===== src/rtl/dsi_ctrl_pkg.sv =====
// Shared constants and state encodings for the DSI controller register port.
package dsi_ctrl_pkg;

   localparam logic [6:0] STATUS_ADDR = 7'h24;

   localparam int ST_INFLIGHT = 11;
   localparam int ST_PENDING  = 10;
   localparam int ST_TIMEOUT  = 1;
   localparam int ST_ERR      = 0;

   localparam logic [1:0] RESP_OKAY   = 2'b00;
   localparam logic [1:0] RESP_SLVERR = 2'b10;

   typedef enum logic [1:0] {
      W_IDLE,
      W_COMMIT,
      W_RESP
   } w_state_t;

   typedef enum logic {
      R_IDLE,
      R_DATA
   } r_state_t;

endpackage


===== src/rtl/dsi_cmd_slot.sv =====
// Single-entry command slot toward the DSI packet engine: holds one pending
// command until accepted, then tracks it in flight until done or timeout.
module dsi_cmd_slot #(
   parameter logic [21:0] TIMEOUT = 22'd4000000
) (
   input  logic        clk,
   input  logic        rst,
   input  logic        load,
   input  logic [6:0]  load_addr,
   input  logic [31:0] load_data,
   input  logic        cmd_ready,
   input  logic        cmd_done,
   output logic        cmd_valid,
   output logic [6:0]  cmd_addr,
   output logic [31:0] cmd_data,
   output logic        idle,
   output logic        pending,
   output logic        inflight,
   output logic        timeout_pulse
);

   logic [21:0] count;

   assign pending       = cmd_valid;
   assign idle          = !cmd_valid && !inflight;
   // A done arriving on the expiry cycle suppresses the timeout.
   assign timeout_pulse = inflight && !cmd_done && (count == TIMEOUT - 22'd1);

   // Pending -> in flight -> idle sequencing with the expiry counter.
   always_ff @(posedge clk) begin
      if (rst) begin
         cmd_valid <= 1'b0;
         cmd_addr  <= '0;
         cmd_data  <= '0;
         inflight  <= 1'b0;
         count     <= '0;
      end else begin
         if (load) begin
            cmd_valid <= 1'b1;
            cmd_addr  <= load_addr;
            cmd_data  <= load_data;
         end else if (cmd_valid && cmd_ready) begin
            cmd_valid <= 1'b0;
            inflight  <= 1'b1;
            count     <= '0;
         end else if (inflight) begin
            if (cmd_done || timeout_pulse) begin
               inflight <= 1'b0;
            end else begin
               count <= count + 22'd1;
            end
         end
      end
   end

endmodule


===== src/rtl/dsi_ctrl_axil_slave.sv =====
// AXI4-Lite register port of the DSI controller: shadows register writes,
// forwards each one as a command packet, and reports command progress in a
// status register that the host polls.
module dsi_ctrl_axil_slave #(
   parameter int          NUM_REGS    = 9,
   parameter logic [6:0]  STATUS_ADDR = dsi_ctrl_pkg::STATUS_ADDR,
   parameter logic [21:0] TIMEOUT     = 22'd4000000
) (
   input  logic        i_axi_clk,
   input  logic        i_rst,
   input  logic [6:0]  i_axi_awaddr,
   input  logic        i_axi_awvalid,
   output logic        o_axi_awready,
   input  logic [31:0] i_axi_wdata,
   input  logic        i_axi_wvalid,
   output logic        o_axi_wready,
   output logic        o_axi_bvalid,
   output logic [1:0]  o_axi_bresp,
   input  logic        i_axi_bready,
   input  logic [6:0]  i_axi_araddr,
   input  logic        i_axi_arvalid,
   output logic        o_axi_arready,
   output logic [31:0] o_axi_rdata,
   output logic [1:0]  o_axi_rresp,
   output logic        o_axi_rvalid,
   input  logic        i_axi_rready,
   output logic        o_cmd_valid,
   output logic [6:0]  o_cmd_addr,
   output logic [31:0] o_cmd_data,
   input  logic        i_cmd_ready,
   input  logic        i_cmd_done,
   output logic        o_busy
);

   import dsi_ctrl_pkg::*;

   localparam logic [4:0] NUM_REGS_W = 5'(NUM_REGS);

   w_state_t    w_state;
   r_state_t    r_state;
   logic [31:0] shadow [NUM_REGS];
   logic [6:0]  aw_addr;
   logic [31:0] w_data;
   logic        aw_got, w_got, aw_hs, w_hs, aw_mapped;
   logic        commit, load, set_err;
   logic        slot_idle, slot_pending, slot_inflight, timeout_pulse;
   logic        st_timeout, st_err, rd_status_q, status_clear;
   logic [31:0] status_word, rd_value;
   logic [1:0]  rd_resp;
   logic        rd_status;
   logic        unused_araddr_lsb;

   assign aw_hs        = o_axi_awready && i_axi_awvalid;
   assign w_hs         = o_axi_wready && i_axi_wvalid;
   assign aw_mapped    = aw_addr[6:2] < NUM_REGS_W;
   assign commit       = (w_state == W_COMMIT) && slot_idle;
   assign load         = commit && aw_mapped;
   assign set_err      = commit && !aw_mapped;
   assign status_clear = (r_state == R_DATA) && i_axi_rready && rd_status_q;
   assign o_busy       = slot_pending || slot_inflight;

   // Word-aligned accesses only; the byte offset bits of a read address carry no meaning.
   assign unused_araddr_lsb = ^i_axi_araddr[1:0];

   dsi_cmd_slot #(.TIMEOUT(TIMEOUT)) u_slot (
      .clk           (i_axi_clk),
      .rst           (i_rst),
      .load          (load),
      .load_addr     (aw_addr),
      .load_data     (w_data),
      .cmd_ready     (i_cmd_ready),
      .cmd_done      (i_cmd_done),
      .cmd_valid     (o_cmd_valid),
      .cmd_addr      (o_cmd_addr),
      .cmd_data      (o_cmd_data),
      .idle          (slot_idle),
      .pending       (slot_pending),
      .inflight      (slot_inflight),
      .timeout_pulse (timeout_pulse)
   );

   // Assemble the status word from live slot flags and the sticky bits.
   always_comb begin
      status_word              = '0;
      status_word[ST_INFLIGHT] = slot_inflight;
      status_word[ST_PENDING]  = slot_pending;
      status_word[ST_TIMEOUT]  = st_timeout;
      status_word[ST_ERR]      = st_err;
   end

   // Decode the read address into the value and response to latch at AR handshake.
   always_comb begin
      rd_value  = '0;
      rd_resp   = RESP_SLVERR;
      rd_status = 1'b0;
      if (i_axi_araddr[6:2] < NUM_REGS_W) begin
         rd_resp = RESP_OKAY;
         for (int i = 0; i < NUM_REGS; i++) begin
            if (i_axi_araddr[6:2] == 5'(i)) begin
               rd_value = shadow[i];
            end
         end
      end else if (i_axi_araddr[6:2] == STATUS_ADDR[6:2]) begin
         rd_value  = status_word;
         rd_resp   = RESP_OKAY;
         rd_status = 1'b1;
      end
   end

   // Write channel: collect AW and W in any order, wait for a free slot, respond.
   always_ff @(posedge i_axi_clk) begin
      if (i_rst) begin
         w_state       <= W_IDLE;
         o_axi_awready <= 1'b0;
         o_axi_wready  <= 1'b0;
         o_axi_bvalid  <= 1'b0;
         o_axi_bresp   <= RESP_OKAY;
         aw_got        <= 1'b0;
         w_got         <= 1'b0;
         aw_addr       <= '0;
         w_data        <= '0;
      end else begin
         case (w_state)
            W_IDLE: begin
               if (aw_hs) begin
                  o_axi_awready <= 1'b0;
                  aw_got        <= 1'b1;
                  aw_addr       <= i_axi_awaddr;
               end else if (!aw_got) begin
                  o_axi_awready <= 1'b1;
               end
               if (w_hs) begin
                  o_axi_wready <= 1'b0;
                  w_got        <= 1'b1;
                  w_data       <= i_axi_wdata;
               end else if (!w_got) begin
                  o_axi_wready <= 1'b1;
               end
               if ((aw_got || aw_hs) && (w_got || w_hs)) begin
                  w_state <= W_COMMIT;
               end
            end
            W_COMMIT: begin
               if (slot_idle) begin
                  o_axi_bvalid <= 1'b1;
                  o_axi_bresp  <= aw_mapped ? RESP_OKAY : RESP_SLVERR;
                  w_state      <= W_RESP;
               end
            end
            W_RESP: begin
               if (i_axi_bready) begin
                  o_axi_bvalid  <= 1'b0;
                  aw_got        <= 1'b0;
                  w_got         <= 1'b0;
                  o_axi_awready <= 1'b1;
                  o_axi_wready  <= 1'b1;
                  w_state       <= W_IDLE;
               end
            end
            default: w_state <= W_IDLE;
         endcase
      end
   end

   // Shadow registers take the write data when a mapped write commits.
   always_ff @(posedge i_axi_clk) begin
      if (i_rst) begin
         for (int i = 0; i < NUM_REGS; i++) begin
            shadow[i] <= '0;
         end
      end else if (load) begin
         for (int i = 0; i < NUM_REGS; i++) begin
            if (aw_addr[6:2] == 5'(i)) begin
               shadow[i] <= w_data;
            end
         end
      end
   end

   // Sticky error flags; a new event outranks a read-clear in the same cycle.
   always_ff @(posedge i_axi_clk) begin
      if (i_rst) begin
         st_timeout <= 1'b0;
         st_err     <= 1'b0;
      end else begin
         if (timeout_pulse) begin
            st_timeout <= 1'b1;
         end else if (status_clear) begin
            st_timeout <= 1'b0;
         end
         if (set_err) begin
            st_err <= 1'b1;
         end else if (status_clear) begin
            st_err <= 1'b0;
         end
      end
   end

   // Read channel: latch data at AR handshake and hold it until R handshake.
   always_ff @(posedge i_axi_clk) begin
      if (i_rst) begin
         r_state       <= R_IDLE;
         o_axi_arready <= 1'b0;
         o_axi_rvalid  <= 1'b0;
         o_axi_rdata   <= '0;
         o_axi_rresp   <= RESP_OKAY;
         rd_status_q   <= 1'b0;
      end else begin
         case (r_state)
            R_IDLE: begin
               if (o_axi_arready && i_axi_arvalid) begin
                  o_axi_arready <= 1'b0;
                  o_axi_rvalid  <= 1'b1;
                  o_axi_rdata   <= rd_value;
                  o_axi_rresp   <= rd_resp;
                  rd_status_q   <= rd_status;
                  r_state       <= R_DATA;
               end else begin
                  o_axi_arready <= 1'b1;
               end
            end
            R_DATA: begin
               if (i_axi_rready) begin
                  o_axi_rvalid  <= 1'b0;
                  o_axi_arready <= 1'b1;
                  rd_status_q   <= 1'b0;
                  r_state       <= R_IDLE;
               end
            end
            default: r_state <= R_IDLE;
         endcase
      end
   end

endmodule

===== config.mk =====
export PLATFORM = sky130hd
export DESIGN_NAME = dsi_ctrl_axil_slave
export DESIGN_NICKNAME = d
export VERILOG_FILES = /design/src/rtl/dsi_ctrl_pkg.sv /design/src/rtl/dsi_cmd_slot.sv /design/src/rtl/dsi_ctrl_axil_slave.sv
export SDC_FILE = /design/constraint.sdc
export NUM_CORES = 1
export LEC_CHECK = 0
export ABC_AREA = 0
export BUFFER_PORTS_ARGS = -buffer_cell sky130_fd_sc_hd__buf_2
export CAP_MARGIN = 20
export CORE_ASPECT_RATIO = 1.2
export CORE_MARGIN = 2
export CORE_UTILIZATION = 45
export DETAILED_ROUTE_END_ITERATION = 6
export GPL_TIMING_DRIVEN = 0
export PLACE_DENSITY_LB_ADDON = 0.1
export SETUP_SLACK_MARGIN = 0.05
export SLEW_MARGIN = 20
export SYNTH_ARGS = -nofsm -noshare
export SYNTH_HDL_FRONTEND = slang
export SYNTH_SLANG_ARGS = --single-unit

===== constraint.sdc =====
create_clock -name i_axi_clk -period 3.4 [get_ports i_axi_clk]
set_input_delay 0.34 -clock i_axi_clk [delete_from_list [all_inputs] [get_ports i_axi_clk]]
set_output_delay 0.34 -clock i_axi_clk [all_outputs]
set_load 0.02 [all_outputs]

After elaboration in Yosys (flattened, before gate mapping) --
Memories as Yosys holds them, arrays and structs flattened. Index checks and enable logic that the tools add are counted.
Storage, ports and cells: flip-flop bits (word level) 151, RAM bits 288, memories 1
Memories:
- shadow | depth 9, width 32, rd ports 9, clocked after Yosys merged registers in 0, write ports 9, line dsi_ctrl_axil_slave.sv:41 | logic [31:0] shadow [NUM_REGS];
Cells by class: add/subtract/negate cells 1, $lt $le $gt $ge 2, eq/ne operators 30, muxes and demuxes 103, bitwise operators 11, reduce and logical (&&, ||, !) cells 42
Operator list (number):
- 32-bit two-way mux | 19
- 22-bit two-way mux | 3
- 1-bit two-way mux | 64
- 5-bit by 3-bit equality test with 1-bit output, second input constant | 8
- 22-bit by 1-bit adder with 22-bit output, second input constant | 1
- 22-bit equality test, second input constant | 1
- 3-bit AND reduction | 7
- 5-bit by 2-bit equality test with 1-bit output, second input constant | 4
- 1-bit case mux with 2 select lines | 9
- 5-bit by 4-bit equality test with 1-bit output, second input constant | 3
- 2-bit inequality test, second input constant | 7
- 1-bit logical AND | 13
- 12-bit two-way mux | 1
- 2-bit two-way mux | 6
- 2-bit nonzero test | 6
- 5-bit by 1-bit equality test with 1-bit output, second input constant | 2
- 5-bit logical NOT | 2
- 5-bit by 4-bit less-than comparator with 1-bit output, second input constant | 2
- 2-bit AND reduction | 5
- 1-bit bitwise OR | 9
- 3-bit inequality test, second input constant | 2
- 2-bit case mux with 3 select lines | 1
- 1-bit logical NOT | 4
- 1-bit logical OR | 4
- 5 further kinds | 6

Logic depth before layout (Yosys ltp) --
Gate-level depths: netlist of run 1.
depth in word-level cells 11, mapped depth 8, mapped depth without buffers 7

Hierarchy --
Synthesis of run 1 repeated with hierarchy kept, for this count alone.
Second synthesis, totals: cells, all modules 1400, area total of the unflattened synthesis 17525.6 µm²
Modules (own cells, without submodules):
- dsi_ctrl_axil_slave | instances 1, cells an instance 1098, area an instance 14774.2 µm²
- dsi_cmd_slot | instances 1, cells an instance 302, area an instance 2751.4 µm²

Least setup slack after synthesis of run 1 --
Ideal clock, no wire load.
path kind reg2reg, start register u_slot.cmd_valid, end memory shadow[0][0] (enable), setup time 388 ps, arrival 2586 ps, data required time 3012 ps, slack 427 ps, stages on the path, launching flop included 7, path buffers 1, period minus slack after synthesis 2973 ps, cell sequence dfxtp_1 -> or2_1 -> or3_1 -> buf_2 -> or3_4 -> nor3_1 -> a21o_1
RTL lines:
- start: declaration | line dsi_cmd_slot.sv:13 | output logic cmd_valid,
- start signal: assignment | line dsi_cmd_slot.sv:32 | cmd_valid <= 1'b0;
- start signal: assignment | line dsi_cmd_slot.sv:39 | cmd_valid <= 1'b1;
- start signal: assignment | line dsi_cmd_slot.sv:43 | cmd_valid <= 1'b0;
- end: declaration | line dsi_ctrl_axil_slave.sv:41

==> results of run 1 <==
state kept, by name, indices dropped and copies added, names as in the netlist, 2 cells and up:
| signal | cells |
|---|---|
| w_state | 2 |
| o_axi_rdata | 32 |
| w_data | 32 |
| aw_addr | 7 |
| u_slot.cmd_addr | 7 |
| shadow | 288 |
| u_slot.count | 22 |
| u_slot.cmd_data | 32 |
worst reg2reg max path, delay by kind of cell (launching register included):
kind | cells | cell delay, ns
AO/OA/AOI/OAI | 1 | 0.57
flip-flops | 1 | 0.36
buffers and inverters | 2 | 0.42
AND/OR/NAND/NOR | 4 | 1.39
area by class of cell:
type	instances	area, um^2	share of cell area
clock buffers	59	1280	0.0645
multi-input cells	743	4940	0.249
well taps	474	593	0.0299
repair buffers	136	786	0.0396
inverters	9	33.8	0.00170
clock inverters	21	226	0.0114
flip-flops and latches	437	11600	0.586
plain buffers	80	345	0.0174
cells by family after synthesis:
kind of cell	after synthesis	share of synthesized area
flip-flops	437	0.688
buffers and inverters	89	0.0224
AO/OA/AOI/OAI	318	0.122
XOR/XNOR	15	0.00777
multiplexers	89	0.0691
adder cells (fa/ha/maj)	1	0.000740
other	1	0.000222
AND/OR/NAND/NOR	318	0.0894
worst paths after layout:
kind | start | to | slack, ns | cells past startpoint
worst max-delay path | u_slot.inflight$_SDFFE_PP0P_ | shadow[0][21]$_DFFE_PP_ | 0.35 | 7
worst min-delay path | i_axi_wdata[31] | w_data[31]$_SDFFE_PP0P_ | 0.03 | 3
worst min register to register | u_slot.cmd_data[20]$_SDFFE_PP0N_ | u_slot.cmd_data[20]$_SDFFE_PP0N_ | 0.44 | 1
worst max register to register | u_slot.inflight$_SDFFE_PP0P_ | shadow[0][21]$_DFFE_PP_ | 0.35 | 7
per-layer routing:
layer  part of all wire  GRT usage  vias to the layer above  wire, um
li1                   -          -                     5148         -
met1               0.42      0.297                     5354     18700
met2               0.49      0.389                      337     21900
met3              0.056     0.0375                       83      2480
met4              0.026     0.0656                        0      1170
met5                  0          0                        -         0
Yosys cell counts (13+ instances only):
cell,instances,area share
nand3_1,15,0.0044
a21oi_1,103,0.030
a221oi_1,24,0.012
xnor2_1,13,0.0067
buf_2,16,0.0047
and2_1,33,0.012
nand2_1,137,0.030
mux4_2,20,0.027
nor2_1,60,0.013
o21ai_0,55,0.016
o221ai_1,20,0.010
dfxtp_1,149,0.18
mux2_2,22,0.015
a21o_1,36,0.016
mux2i_1,47,0.028
o21bai_1,22,0.0098
edfxtp_1,288,0.51
nor3_1,19,0.0056
clkbuf_1,53,0.012
power breakdown:
part | leakage, nW | switching, mW | internal, mW | total [mW]
combinational | 2.63 | 0.454 | 0.221 | 0.676
sequential | 4.18 | 0.0682 | 5.82 | 5.88
clock | 0.750 | 1.99 | 3.02 | 5.00
stage by stage:
| stage | cells | setup TNS [ns] | setup slack (ns) | utilization |
|---|---|---|---|---|
| 2_1_floorplan | 1269 | 0 | 0.427 | - |
| 3_3_place_gp | 1873 | -42.66 | -0.323 | 0.492 |
| 3_5_place_dp | 1879 | 0 | 0.385 | 0.497 |
| 4_1_cts | 1959 | 0 | 0.342 | 0.538 |
| 5_1_grt | 1959 | 0 | 0.170 | 0.538 |
| 6_report | 1959 | 0 | 0.350 | 0.538 |
==> impl_metrics.toml, run 1 <==
[run_status]
status = "complete, no violations"

[floorplan]
die-area_um2 = 39100
fp.dieW_um = 181
core-area_um2 = 36900
fp.dieH_um = 216
initial_core_util = 0.458
num_rows = 77
ios = 137

[clock_network]
cts_hold_buf = 0
cts_tree = "done"
cts_num_sinks = 437
cts_root_buf = "clkbuf_16"
cts_buffer_depth = 3
h-tree-depth = 2
numCtsBuffers = 44
clock_latency_ns = 0.55
clk_pin_slew_ns = 0.06
cts_resized = 0
post_cts_buffers = 0

[cells_and_area]
antennaDiodeCount = 0
area_delta_synth_final_pct = 17.4
nets = 1507
final_common_cell = "edfxtp_1"
final_cell_mix = "288 x edfxtp_1, 149 x dfxtp_1, 146 x buf_2"
drive_above_1_share = 0.197
post-route-cell-area_um2 = 19800
fill_cells = 3128

[sta]
post-route-min-period_ns = 3.05
worst_pin_slew_ns = 1.09
finalMaxSlewViolations = 0
max_freq_mhz = 328
hold_viol = 0
fin_crit_sh = 0.897
hold_slack_ns = 0.0324
rsz0062_at_grt = "false"
fin_worst_skew_ns = 0.0117
setup_violations = 0
relSlewSlack = 0.268

[logic_synthesis]
synth_ff_type = "edfxtp_1"
synth-seq-cells = 437
syn_area_um2 = 16900
synthArstFlopShare = 0
synth_warnings = 0
ys_seq_area_frac = 0.688
synthCells = 1268
post_synth.cell_area_avg_um2 = 13.3
synth_cell_types = 72
synth_edf_count = 288

[global_routing]
overflow = 0
grt_pass1_wl_mm = 66.9
grt_usage = 0.227
grt_max_degree = 33
antenna_found_initial = 1
grt_pass1_vias = 10800

[drt]
drt_pass1_iterations = 5
routed_wl_mm = 44.2
vias = 10900
ant_nets = 0
drc = 0
viasPerCell = 5.58
drt_iter0_drc = 856
drt-wirelength-per-cell_um = 22.6

[placed_design]
hpwl_mm = 29.6
io_buffers = 130
gp_congestion = 0.843
post_dp_cell_area_um2 = 18300

[worst_setup_path]
worstSetupPathType = "flop to flop"
path_delay_family = "simple AND/OR/NAND/NOR gates"
critPathArrivalTime_ns = 3.29
cp_max_fo = 19
worstPathRequired_ns = 3.64
cpPeakStageDelay_ns = 0.57
critPathCaptureType = "flop"
critPathLaunchType = "flop"
crit_chain = "or2_1 -> or3_1 -> buf_2 -> or3_4 -> nor3_1 -> a21o_2 -> buf_16"
slowest_stage = "a21o_2"
crit_buf_inv = 2

[hold_path]
hp-class = "input pin to flop"

[power_and_ir_drop]
p_leak_nw = 7.55
irDropWorstVdd_mv = 0.346
total_power_mw = 11.6
power_density_nw_per_um2 = 583

[flow_run]
maxCapViolations = 0
(Power assumes the default switching activity.)
==> inputs of run 2 (changes only) <==
RECOVER_POWER = 100   (was default)
==> run 2 against run 1 <==
  * Global-route usage is the same
  * Power is essentially flat
  * Maximum frequency shrank 7.7%
  * Critical path depth is the same
  * Highest routed layer unchanged
==> impl_metrics.toml, run 2 (synthesis results as in run 1) <==
[run_status]
status = "complete, no violations"

[worst_setup_path]
worstSetupStartpoint = "o_axi_arready$_SDFFE_PP0P_"
slowest_stage = "nor4_2"
critPathCaptureType = "flop"
critPathLaunchType = "flop"
reg2reg_from = "o_axi_arready$_SDFFE_PP0P_"
cp_max_fo = 10
cpPeakStageDelay_ns = 1.04
crit_chain = "nand2_1 -> or2_2 -> clkbuf_1 -> nor4_2 -> clkbuf_1 -> o221ai_1 -> o21ai_0"
worstPathRequired_ns = 3.87
critPathArrivalTime_ns = 3.77
cpMostUsedCell = "clkbuf_1"
worstSetupPathType = "flop to flop"

[placed_design]
hpwl_mm = 29.6
io_buffers = 130
gp_congestion = 0.843
numPlacedInstances = 1879
post_dp_cell_area_um2 = 18300

[global_routing]
grt_pass1_vias = 10800
grt_pass1_wl_mm = 66.9
grt_usage = 0.227
antenna_found_initial = 1
grt_max_degree = 33
overflow = 0

[sta]
setup_violations = 0
finalMaxSlewViolations = 0
worst_pin_slew_ns = 1.18
rsz0062_at_grt = "false"
fin_crit_sh = 0.972
max_freq_mhz = 303
fin_worst_skew_ns = 0.0116
hold_viol = 0
relSlewSlack = 0.206
post-route-min-period_ns = 3.31

[cells_and_area]
largest_register_ffs = 288
largest_register = "shadow"
fin_cells = 1959
final_cell_mix = "288 x edfxtp_1, 149 x dfxtp_1, 145 x clkbuf_1"
nets = 1507
antennaDiodeCount = 0
final_common_cell = "edfxtp_1"
drive_above_1_share = 0.136
area_delta_synth_final_pct = 16.6
post-route-cell-area_um2 = 19700

[power_and_ir_drop]
irDropWorstVdd_mv = 0.349
p_leak_nw = 7.15
power_density_nw_per_um2 = 587

[clock_network]
h-tree-depth = 2
numCtsBuffers = 44
cts_hold_buf = 0
cts_num_sinks = 437
cts_root_buf = "clkbuf_16"
clk_pin_slew_ns = 0.06
cts_resized = 0
cts_tree = "done"
clock_latency_ns = 0.55
post_cts_buffers = 0
cts_buffer_depth = 3

[drt]
drt_iter0_drc = 833
drc = 0
routed_wl_mm = 44.3
drt-wirelength-per-cell_um = 22.6
vias = 10900
drt_pass1_iterations = 5
viasPerCell = 5.59
ant_nets = 0

[floorplan]
die-area_um2 = 39100
initial_core_util = 0.458
num_rows = 77
fp.dieH_um = 216
core-area_um2 = 36900
fp.dieW_um = 181
ios = 137

[hold_path]
hp-class = "input pin to flop"
hold_start = "i_axi_wdata[4]"

[flow_run]
maxCapViolations = 0
[run 2: cell types whose count changed in the layout (fill, tap and decap cells not counted), moves of 2 or more]
| cell | previous run | this run |
|---|---|---|
| clkbuf_1 | 58 | 145 |
| buf_2 | 146 | 61 |
| and2_0 | 0 | 28 |
| and2_1 | 33 | 5 |
| buf_4 | 5 | 2 |
| o21ai_0 | 55 | 58 |
| o21ai_1 | 3 | 0 |
| a21boi_0 | 0 | 2 |
| a21boi_1 | 2 | 0 |
[run 2: per-stage QoR]
step	setup TNS (ns)	setup WS [ns]	util	total power, mW	hold slack [ns]
3_3_place_gp	-42.66	-0.323	0.492	6.65	0.428
3_5_place_dp	0	0.385	0.497	6.68	0.434
6_report	0	0.0947	0.534	11.6	0.0362
5_1_grt	0	0.0907	0.534	11.9	0.0276
2_1_floorplan	0	0.427	-	6.38	0.432
4_1_cts	0	0.342	0.538	11.6	0.0110
[run 2: per-layer routing]
metal,vias to the layer above,global-route usage,wire [um]
met3,74,0.0375,2600
met4,0,0.0656,1090
li1,5152,-,-
met5,-,0,0
met2,356,0.389,21800
met1,5360,0.297,18800
[run 2: power breakdown]
part / internal, mW / switching (mW)
Sequential: 5.82 / 0.0688
Clock: 3.02 / 1.99
Combinational: 0.216 / 0.454
[run 2: cell type report]
class	count	area, um^2
fill	3179	17200
sequential	437	11600
multi-input combinational	743	4920
clock buffer	59	1280
timing repair buffer	136	686
tap	474	593
buffer	80	329
clock inverter	21	226
inverter	9	33.8
[run 2: worst paths after layout]
path | cells past startpoint | slack (ns) | endpoint
setup / recovery | 7 | 0.09 | o_axi_rdata[26]$_SDFFE_PP0P_
setup reg to reg | 7 | 0.09 | o_axi_rdata[26]$_SDFFE_PP0P_
hold reg to reg | 2 | 0.45 | w_data[2]$_SDFFE_PP0P_
hold / removal | 3 | 0.04 | w_data[4]$_SDFFE_PP0P_
[run 2: worst max-delay path, delay by kind of cell, from the launching register on]
family                 cells  cell delay, ns
buffers and inverters      2            0.98
AND/OR/NAND/NOR            3            1.42
flip-flops                 1            0.36
AO/OA/AOI/OAI              2            0.44
==> inputs of run 3 (changes only) <==
MAX_ROUTING_LAYER = met4   (was default)
TNS_END_PERCENT = 20   (was default)
==> run 3 against run 2 <==
  * Via count about the same
  * Sequential share of layout area unchanged
  * Die area stayed put
  * Cell count did not move
  * Count of clock-buffer cells in the layout unchanged
  * Clock power is essentially flat
  * Clock skew rose by 0.00077 ns
  * First-iteration DRC count is 4.6% lower
  * Critical path depth stayed put
==> impl_metrics.toml, run 3 (synthesis results as in run 1) <==
[run_status]
status = "complete, no violations"

[worst_setup_path]
r2r_slack_ns = 0.14
worstPathRequired_ns = 3.86
critPathCaptureType = "flop"
worstSetupPathType = "flop to flop"
cp_max_fo = 10
critPathArrivalTime_ns = 3.73
critPathLaunchType = "flop"
worst-r2r-cell-count = 7

[clock_network]
cts_buffer_depth = 3
cts_tree = "done"
cts_hold_buf = 0
cts_root_buf = "clkbuf_16"
clk_pin_slew_ns = 0.06
cts_num_sinks = 437
cts_resized = 0
clock_latency_ns = 0.54
numCtsBuffers = 44
post_cts_buffers = 0
h-tree-depth = 2

[placed_design]
post_dp_cell_area_um2 = 18300
hpwl_mm = 29.6
gp_congestion = 0.856
io_buffers = 130
numPlacedInstances = 1879

[global_routing]
grt_usage = 0.233
overflow = 0
grt_max_degree = 33
antenna_found_initial = 1
grt_pass1_vias = 10900
grt_pass1_wl_mm = 66.9

[sta]
setup_violations = 0
relSlewSlack = 0.230
rsz0062_at_grt = "false"
hold_viol = 0
fin_crit_sh = 0.960
tns_ns = 0
worst_pin_slew_ns = 1.14
finalMaxSlewViolations = 0
post-route-min-period_ns = 3.26
max_freq_mhz = 306
fin_worst_skew_ns = 0.0124

[power_and_ir_drop]
power_density_nw_per_um2 = 586
p_leak_nw = 7.15
total_power_mw = 11.6
irDropWorstVdd_mv = 0.348

[drt]
vias = 10900
drt_pass1_iterations = 6
viasPerCell = 5.58
ant_nets = 0
drt-wirelength-per-cell_um = 22.6
drt_iter0_drc = 795
drc = 0
routed_wl_mm = 44.2

[hold_path]
hold_depth = 3
hp-class = "input pin to flop"

[floorplan]
initial_core_util = 0.458
core-area_um2 = 36900
ios = 137
num_rows = 77
die-area_um2 = 39100
fp.dieH_um = 216
fp.dieW_um = 181

[cells_and_area]
drive_above_1_share = 0.136
area_delta_synth_final_pct = 16.6
largest_register = "shadow"
post-route-cell-area_um2 = 19700
postLayoutCoreUtil = 0.534
largest_register_ffs = 288
fin_cells = 1959
nets = 1507
antennaDiodeCount = 0
final_cell_mix = "288 x edfxtp_1, 149 x dfxtp_1, 145 x clkbuf_1"
final_common_cell = "edfxtp_1"

[flow_run]
maxCapViolations = 0
[run 3: cell counts in the layout (fill, tap and decap cells not counted)]
Identical to the previous run, type by type.
[run 3: per-layer routing]
layer	up-vias	GRT usage	routed length [um]
li1	5143	-	-
met1	5386	0.299	18700
met2	334	0.389	21800
met3	75	0.0355	2510
met4	0	0.0656	1110
met5	-	-	0
[run 3: critical path, cell delays in order, from the launching register on]
cell	delay, ns
dfxtp_1	0.37
nand2_1	0.10
or2_2	0.28
clkbuf_1	0.30
nor4_2	1.01
clkbuf_1	0.68
o221ai_1	0.24
o21ai_0	0.20
[run 3: area by class of cell]
class / count / area (um^2)
Clock buffer: 59 / 1280
Fill cell: 3179 / 17200
Inverter: 9 / 33.8
Sequential cell: 437 / 11600
Buffer: 80 / 329
Timing Repair Buffer: 136 / 686
Multi-Input combinational cell: 743 / 4920
Clock inverter: 21 / 226
Tap cell: 474 / 593
[run 3: power by group]
group | total, mW | internal (mW) | leakage (nW) | switching, mW
clock network | 5.00 | 3.02 | 0.750 | 1.98
logic | 0.668 | 0.216 | 2.22 | 0.453
registers | 5.88 | 5.82 | 4.18 | 0.0689
[run 3: path summary, 6_finish.rpt]
kind,from,endpoint
worst min register to register,u_slot.cmd_data[20]$_SDFFE_PP0N_,u_slot.cmd_data[20]$_SDFFE_PP0N_
worst min-delay path,i_axi_wdata[31],w_data[31]$_SDFFE_PP0P_
worst max register to register,o_axi_arready$_SDFFE_PP0P_,o_axi_rdata[26]$_SDFFE_PP0P_
worst max-delay path,o_axi_arready$_SDFFE_PP0P_,o_axi_rdata[26]$_SDFFE_PP0P_
[run 3: per-stage QoR]
step                setup slack (ns)  hold slack, ns
detailed placement             0.385           0.434
floorplan                      0.427           0.432
global placement              -0.323           0.428
finish                         0.135          0.0296
CTS                            0.342          0.0110
global route                  0.0866          0.0276
